### config.mk
export PLATFORM = sky130hd
export DESIGN_NAME = conv_out_packer_flat
export DESIGN_NICKNAME = d
export VERILOG_FILES = /design/src/rtl/conv_out_if.sv /design/src/rtl/conv_out_packer.sv /design/src/flat_wrapper.sv
export SDC_FILE = /design/constraint.sdc
export NUM_CORES = 1
export LEC_CHECK = 0
export CAP_MARGIN = 20
export CELL_PAD_IN_SITES_DETAIL_PLACEMENT = 1
export CELL_PAD_IN_SITES_GLOBAL_PLACEMENT = 1
export CORE_MARGIN = 2
export CORE_UTILIZATION = 53
export CTS_CLUSTER_DIAMETER = 200
export DETAILED_ROUTE_END_ITERATION = 6
export PLACE_DENSITY_LB_ADDON = 0.08
export SYNTH_ARGS = -nofsm -noshare
export SYNTH_HDL_FRONTEND = slang
export SYNTH_SLANG_ARGS = --single-unit
### constraint.sdc
create_clock -name clk -period 5.23 [get_ports clk]
set_input_delay 0.523 -clock clk [delete_from_list [all_inputs] [get_ports clk]]
set_output_delay 0.523 -clock clk [all_outputs]
set_load 0.02 [all_outputs]
### src/rtl/conv_out_if.sv
// Word-stream handshake between the pixel packer and the DMA/CSR consumer.
interface conv_out_if #(
   parameter int WORD_W = 32
);
   logic              m_valid;
   logic              m_ready;
   logic              m_last;
   logic [WORD_W-1:0] m_data;

   modport master (output m_valid, m_data, m_last, input m_ready);
   modport slave  (input m_valid, m_data, m_last, output m_ready);
endinterface

### src/rtl/conv_out_packer.sv
// Packs the conv core's pixel stream into bus words and buffers them in a FWFT FIFO.
// Optional macro CONV_OUT_FLUSH_EN: push a zero-padded partial word at frame end.
module conv_out_packer #(
   parameter int PIX_W      = 8,
   parameter int WORD_W     = 32,
   parameter int FIFO_DEPTH = 16,
   parameter int FRAME_PIX  = 15876
) (
   input  logic                        clk,
   input  logic                        rst,
   input  logic                        clear,
   input  logic                        valid_in,
   input  logic [PIX_W-1:0]            px_in,
   conv_out_if.master                  m,
   output logic                        frame_done,
   output logic                        overflow,
   output logic [$clog2(FIFO_DEPTH):0] level
);
   localparam int P  = WORD_W / PIX_W;
   localparam int LW = (P > 1) ? $clog2(P) : 1;
   localparam int AW = $clog2(FIFO_DEPTH);
   localparam int CW = (FRAME_PIX > 1) ? $clog2(FRAME_PIX) : 1;
   localparam logic [LW-1:0] LANE_MAX = LW'(P - 1);
   localparam logic [CW-1:0] CNT_MAX  = CW'(FRAME_PIX - 1);
   localparam logic [AW:0]   DEPTH    = (AW + 1)'(FIFO_DEPTH);

   logic [LW-1:0]     lane;
   logic [CW-1:0]     pix_cnt;
   logic [WORD_W-1:0] acc;
   logic [WORD_W-1:0] word_cur;
   logic              last_pend;
   logic              last_cur;
   logic              accept;
   logic              is_last;
   logic              complete;
   logic              full;
   logic              pop;
   logic              push;
   logic [AW-1:0]     wptr;
   logic [AW-1:0]     rptr;
   logic [WORD_W:0]   mem [FIFO_DEPTH];
   logic [WORD_W:0]   head;

   // A pixel arriving together with rst/clear is discarded.
   always_comb begin
      accept   = valid_in && !rst && !clear;
      word_cur = acc;
      word_cur[int'(lane) * PIX_W +: PIX_W] = px_in;
      is_last  = (pix_cnt == CNT_MAX);
      last_cur = last_pend || is_last;
`ifdef CONV_OUT_FLUSH_EN
      complete = accept && ((lane == LANE_MAX) || is_last);
`else
      complete = accept && (lane == LANE_MAX);
`endif
      full     = (level == DEPTH);
      head     = mem[rptr];
      pop      = m.m_valid && m.m_ready;
      push     = complete && (!full || pop);
   end

   assign m.m_valid = (level != '0);
   assign m.m_data  = m.m_valid ? head[WORD_W-1:0] : '0;
   assign m.m_last  = m.m_valid ? head[WORD_W] : 1'b0;

   always_ff @(posedge clk) begin
      if (push) mem[wptr] <= {last_cur, word_cur};
   end

   // acc is cleared on completion so a flushed partial word carries zero upper lanes.
   always_ff @(posedge clk) begin
      if (rst || clear) begin
         lane       <= '0;
         pix_cnt    <= '0;
         acc        <= '0;
         last_pend  <= 1'b0;
         wptr       <= '0;
         rptr       <= '0;
         level      <= '0;
         overflow   <= 1'b0;
         frame_done <= 1'b0;
      end else begin
         frame_done <= pop && head[WORD_W];
         if (accept) begin
            pix_cnt <= is_last ? '0 : pix_cnt + 1'b1;
            if (complete) begin
               lane      <= '0;
               acc       <= '0;
               last_pend <= 1'b0;
            end else begin
               lane      <= lane + 1'b1;
               acc       <= word_cur;
               last_pend <= last_cur;
            end
         end
         if (complete && !push) overflow <= 1'b1;
         if (push) wptr <= wptr + 1'b1;
         if (pop) rptr <= rptr + 1'b1;
         if (push && !pop) level <= level + 1'b1;
         else if (pop && !push) level <= level - 1'b1;
      end
   end
endmodule

### src/flat_wrapper.sv
// flat-port wrapper written by rule: the top's interface ports become plain ports
module conv_out_packer_flat 
#(
   parameter int PIX_W      = 8,
   parameter int WORD_W     = 32,
   parameter int FIFO_DEPTH = 16,
   parameter int FRAME_PIX  = 15876
)
  (clk, rst, clear, valid_in, px_in, frame_done, overflow, level, m_m_valid, m_m_data, m_m_last, m_m_ready);
  conv_out_if #(.WORD_W(WORD_W)) m_i ();
  input  logic clk;
  input  logic rst;
  input  logic clear;
  input  logic valid_in;
  input  logic [PIX_W-1:0] px_in;
  output logic frame_done;
  output logic overflow;
  output logic [$clog2(FIFO_DEPTH):0] level;
  output wire logic [$bits(m_i.m_valid)-1:0] m_m_valid;
  output wire logic [$bits(m_i.m_data)-1:0] m_m_data;
  output wire logic [$bits(m_i.m_last)-1:0] m_m_last;
  input wire logic [$bits(m_i.m_ready)-1:0] m_m_ready;
  assign m_m_valid = m_i.m_valid;
  assign m_m_data = m_i.m_data;
  assign m_m_last = m_i.m_last;
  assign m_i.m_ready = m_m_ready;
  conv_out_packer #(.PIX_W(PIX_W), .WORD_W(WORD_W), .FIFO_DEPTH(FIFO_DEPTH), .FRAME_PIX(FRAME_PIX)) u_core (.clk(clk), .rst(rst), .clear(clear), .valid_in(valid_in), .px_in(px_in), .m(m_i), .frame_done(frame_done), .overflow(overflow), .level(level));
endmodule
Yosys cells after proc, flatten, opt, wreduce, memory -nomap -nowiden
Memories as Yosys holds them, arrays and structs flattened. A register that Yosys moved wholly into a read port is not among the register bits.
Index checks and enable logic that the tools add are counted.

word-level totals
  register bits after elaboration = 64
  input bits = 13
  logic and storage cells = 54
  output and inout port bits = 41
  memory bits (writable) = 528
  memories kept = 1

memory list
  name        depth  width  rd ports  clocked after Yosys merged registers in  write ports  line                   text
  u_core.mem  16     33     1         1                                        1            conv_out_packer.sv:41  logic [WORD_W:0] mem [FIFO_DEPTH];

operators by class
  shifts and indexed selects = 2
  reductions and logical operators = 19
  add/subtract/negate cells = 7
  eq/ne operators = 3
  muxes and demuxes = 13

operators by type and width
  operator                 number
  $mux 32                  2
  $neg 5->33               1
  $shift 8x33->32 const A  1
  $shiftx 8x33->32         1
  $bwmux 32                1
  $add 14x1->14 const B    1
  $eq 14x14->1 const B     1
  $mux 14                  1
  $mux 5                   2
  $logic_and 1x1->1        9
  $add 4x1->4 const B      2
  $mux 4                   2
  $add 5x1->5 const B      1
  $eq 5x5->1 const B       1
  $logic_not 1->1          5
  $reduce_bool 5->1        1
  $sub 5x1->5 const B      1
  $mux 1                   4
  $logic_or 1x1->1         3
  $add 2x1->2 const B      1
  $eq 2x2->1 const B       1
  $mux 2                   1
  $reduce_bool 2->1        1

Logic depth before layout (Yosys ltp)
  depth in word-level cells = 9
  mapped depth = 11
  depth with buffers taken out = 9

Worst setup path before layout
Ideal clock, no wire load.

  kind = input -> register
  start = input clear
  end = memory u_core.mem[3][0] in the netlist's numbering, enable pin
  arrival = 3,758 ps
  stages = 5
  library setup time = 464 ps
  buffers on the path = 1
  required time = 4,766 ps
  path slack = 1,008 ps
  cells stage by stage = nor2_1 o2111a_1 clkbuf_1 nand2_1 nor3_1

between the ends
  word-level cells in the longest chain between the ends = 6

ends and longest elaborated chain
  what                          line                   text
  start: declaration            flat_wrapper.sv:13     input logic clear;
  $logic_not 1->1               conv_out_packer.sv:46  accept = valid_in && !rst && !clear;
  $logic_and 1x1->1             conv_out_packer.sv:46
  $logic_and 1x1->1             conv_out_packer.sv:54  complete = accept && (lane == LANE_MAX);
  $logic_and 1x1->1             conv_out_packer.sv:59  push = complete && (!full || pop);
  $mux 1                        conv_out_packer.sv:67  if (push) mem[wptr] <= {last_cur, word_cur};
  $mux 1 (not written as such)  conv_out_packer.sv:67
  end: declaration              conv_out_packer.sv:41

Every way passes these cells.

Worst setup path after layout
  start = register u_core.level[0]
  end = output m_m_data[22]

between the ends
  word-level cells in the longest chain between the ends = 2

ends and longest elaborated chain
  what                      line                    text
  start: declaration        conv_out_packer.sv:17   output logic [$clog2(FIFO_DEPTH):0] level
  start signal: assignment  conv_out_packer.sv:99   if (push && !pop) level <= level + 1'b1;
  start signal: assignment  conv_out_packer.sv:100  else if (pop && !push) level <= level - 1'b1;
  $reduce_bool 5->1         conv_out_packer.sv:62   assign m.m_valid = (level != '0);
  $mux 32                   conv_out_packer.sv:63   assign m.m_data = m.m_valid ? head[WORD_W-1:0] : '0;
  end: declaration          flat_wrapper.sv:20      output wire logic [$bits(m_i.m_data)-1:0] m_m_data;

Every way passes these cells.

==> flow_summary.yaml <==
run_status:
  status: "finished, final reports clean"
finish:
  area_delta_synth_final_pct: 14.2
  finalNonFillerCells: 1912
  layout.core_utilization_pct: 61.5
  diodes: 0
  fin_area_um2: 26600
  drive_gt1_share_pct: 24.8
  fin_nets: 1306
yosys:
  synth_common_cells: "edfxtp_1 (528), mux4_2 (130), dfxtp_1 (68)"
  syn_area_per_cell_um2: 19.6
  synth_top_cell_by_area: "edfxtp_1"
  synth-edff-count: 528
  synth_cell_type_count: 57
  synth_nets: 1213
  yosysMostFrequentCell: "edfxtp_1"
  ys.warnings.count: 0
  synthFlopType: "edfxtp_1"
  synthTopCellsByArea: "edfxtp_1 (68%), mux4_2 (13%), dfxtp_1 (5.9%)"
  synth_top_area_share_pct: 68.2
  ys_ff_latch: 596
  syn_inst: 1184
  syn_area_um2: 23300
  ys_seq_area_share_pct: 74.0
  synthArstFlopShare_pct: 0
worst_setup_path:
  worst_setup_path_end_kind: "output port"
  crit_arrival_ns: 3.79
  start_kind: "flop"
  cp_max_fo: 17
  critPathKind: "reg2out"
  required_ns: 4.71
timing:
  tightest_slew_ns: 0.952
  max_freq_ghz: 0.232
  min_period_over_period_pct: 82.4
  setup_tns_ns: 0
  layout_min_cycle_time_ns: 4.31
  slew_headroom_pct: 36.5
  worst_hold_slack_ns: 0.460
  setup_viol: 0
  rsz0062_at_grt: "false"
  slew_violations: 0
  fin_skew_ns: 0.0223
  hold_viol_final: 0
min_path:
  hold_class: "reg2reg"
clock_network:
  cts_root_buffer: "clkbuf_16"
  numCtsBuffers: 58
  clk_latency_ns: 0.61
  cts_tree: "built"
  cts_sinks: 596
  cts_setup_buffers: 0
  ctsResizeCount: 0
  clockBufferDepth: 3
  htreeDepth: 2
  clk_pin_slew_ns: 0.06
  cts_hold_buf: 0
route:
  wire_per_inst_um: 29.0
  drtIter0Drc: 1204
  wirelength_um: 55500
  drc_errors: 0
  vias: 11700
  route.antenna.remaining_nets: 0
  vias_per_cell: 6.13
  drtPass1Iterations: 5
power_and_ir_drop:
  worst_ir_drop_vdd_mv: 0.289
  cellLeakagePower_nw: 7.76
  powerDensity_nw_per_um2: 354
global_routing:
  grt_max_degree: 48
  grt_pass1_wl_um: 81600
  antenna_found_initial: 1
  overflow: 0
  grt_usage_pct: 25.2
  grt_pass1_vias: 12400
die:
  die_h_um: 213
  io_pins: 54
  core_area_um2: 43200
  initial_core_util_pct: 53.9
  die_area_um2: 45600
  dieWidth_um: 213
  fp-row-count: 76
flow_run:
  maxCapViolations: 0
place:
  place_congestion: 0.753
  place_area_um2: 24600
  numPlacedInstances: 1799
  dp_hpwl_um: 31700
  portBuffers: 53
-- worst paths after layout --
check | startpoint | end | slack [ns] | depth (start not counted)
min | u_core.acc[31] | u_core.acc[31] | 0.46 | 1
min reg2reg | u_core.acc[31] | u_core.acc[31] | 0.46 | 1
max | u_core.level[0] | m_m_data[22] | 0.92 | 6
max reg2reg | u_core.lane[0] | u_core.level[3] | 1.94 | 9
-- placed cells by master (no fill, tap or decap), drive strengths merged, types with 3 or more instances in the layout --
master / n
o21ai: 13
ha: 15
nand4: 5
xnor2: 10
dfxtp: 68
a22o: 24
mux2i: 6
nand3: 6
nand2: 20
edfxtp: 528
a21oi: 8
clkbuf: 76
mux2: 35
and3: 16
clkdlybuf4s50: 53
mux4: 130
nor2: 60
bufinv: 5
clkinv: 28
xor2: 6
nor2b: 30
inv: 22
and2: 16
nor4: 4
or4: 5
buf: 46
a221o: 32
a22oi: 24
nand2b: 3
nor3: 6
-- power by group --
part | internal, mW | switching, mW
Clock | 2.40 | 1.75
Combinational | 0.0301 | 0.0770
Sequential | 5.14 | 0.00266
Total | 7.57 | 1.83
-- stage by stage --
stage | power, mW | setup slack, ns
final | 9.40 | 0.921
after global routing | 9.63 | 0.785
after CTS | 9.46 | 0.703
after detailed placement | 5.34 | 1.37
after global placement | 5.34 | 1.43
after floorplan | 5.30 | 1.01
-- sequential cells by signal, indices dropped and copies added (netlist names), named ones only --
signal,cells
u_core.pix_cnt,14
u_core.mem,528
u_core.last_pend,1
u_core.acc,32
u_core.rptr,4
u_core.wptr,4
u_core.lane,2
u_core.level,5
u_core.overflow,1
u_core.frame_done,1
-- layout make-up --
cell class	instances	area (um2)
well taps	585	732
repair buffers	99	948
clock buffers	76	1600
multi-input cells	501	5690
fillers	3720	16600
inverters	21	78.8
flip-flops and latches	596	17200
clock inverters	34	290
-- worst max-delay path: stages, from the launching register on --
cell	delay, ns
dfxtp_1	0.36
or4_1	0.73
o211a_1	0.67
buf_4	0.43
and2_1	0.18
a221o_1	0.26
clkdlybuf4s50_1	0.53
-- logic make-up after synthesis --
family | after synthesis | share of synthesized area (%)
compound gates | 115 | 4.07
xor+xnor | 16 | 0.602
fa+ha+maj | 16 | 0.893
buf+inv | 87 | 1.68
flops | 596 | 74.0
mux | 171 | 14.5
simple gates | 183 | 4.19
-- routing by layer --
metal / wire [um] / GRT usage [%] / part of all wire (%) / vias to the layer above
met5: 0 / 0 / 0 / -
met4: 1320 / 7.38 / 2.4 / 0
met3: 2780 / 3.16 / 5.0 / 84
met2: 27500 / 41.3 / 50 / 361
met1: 23900 / 36.0 / 43 / 6274
li1: - / - / - / 5004
(Power assumes the default switching activity.)
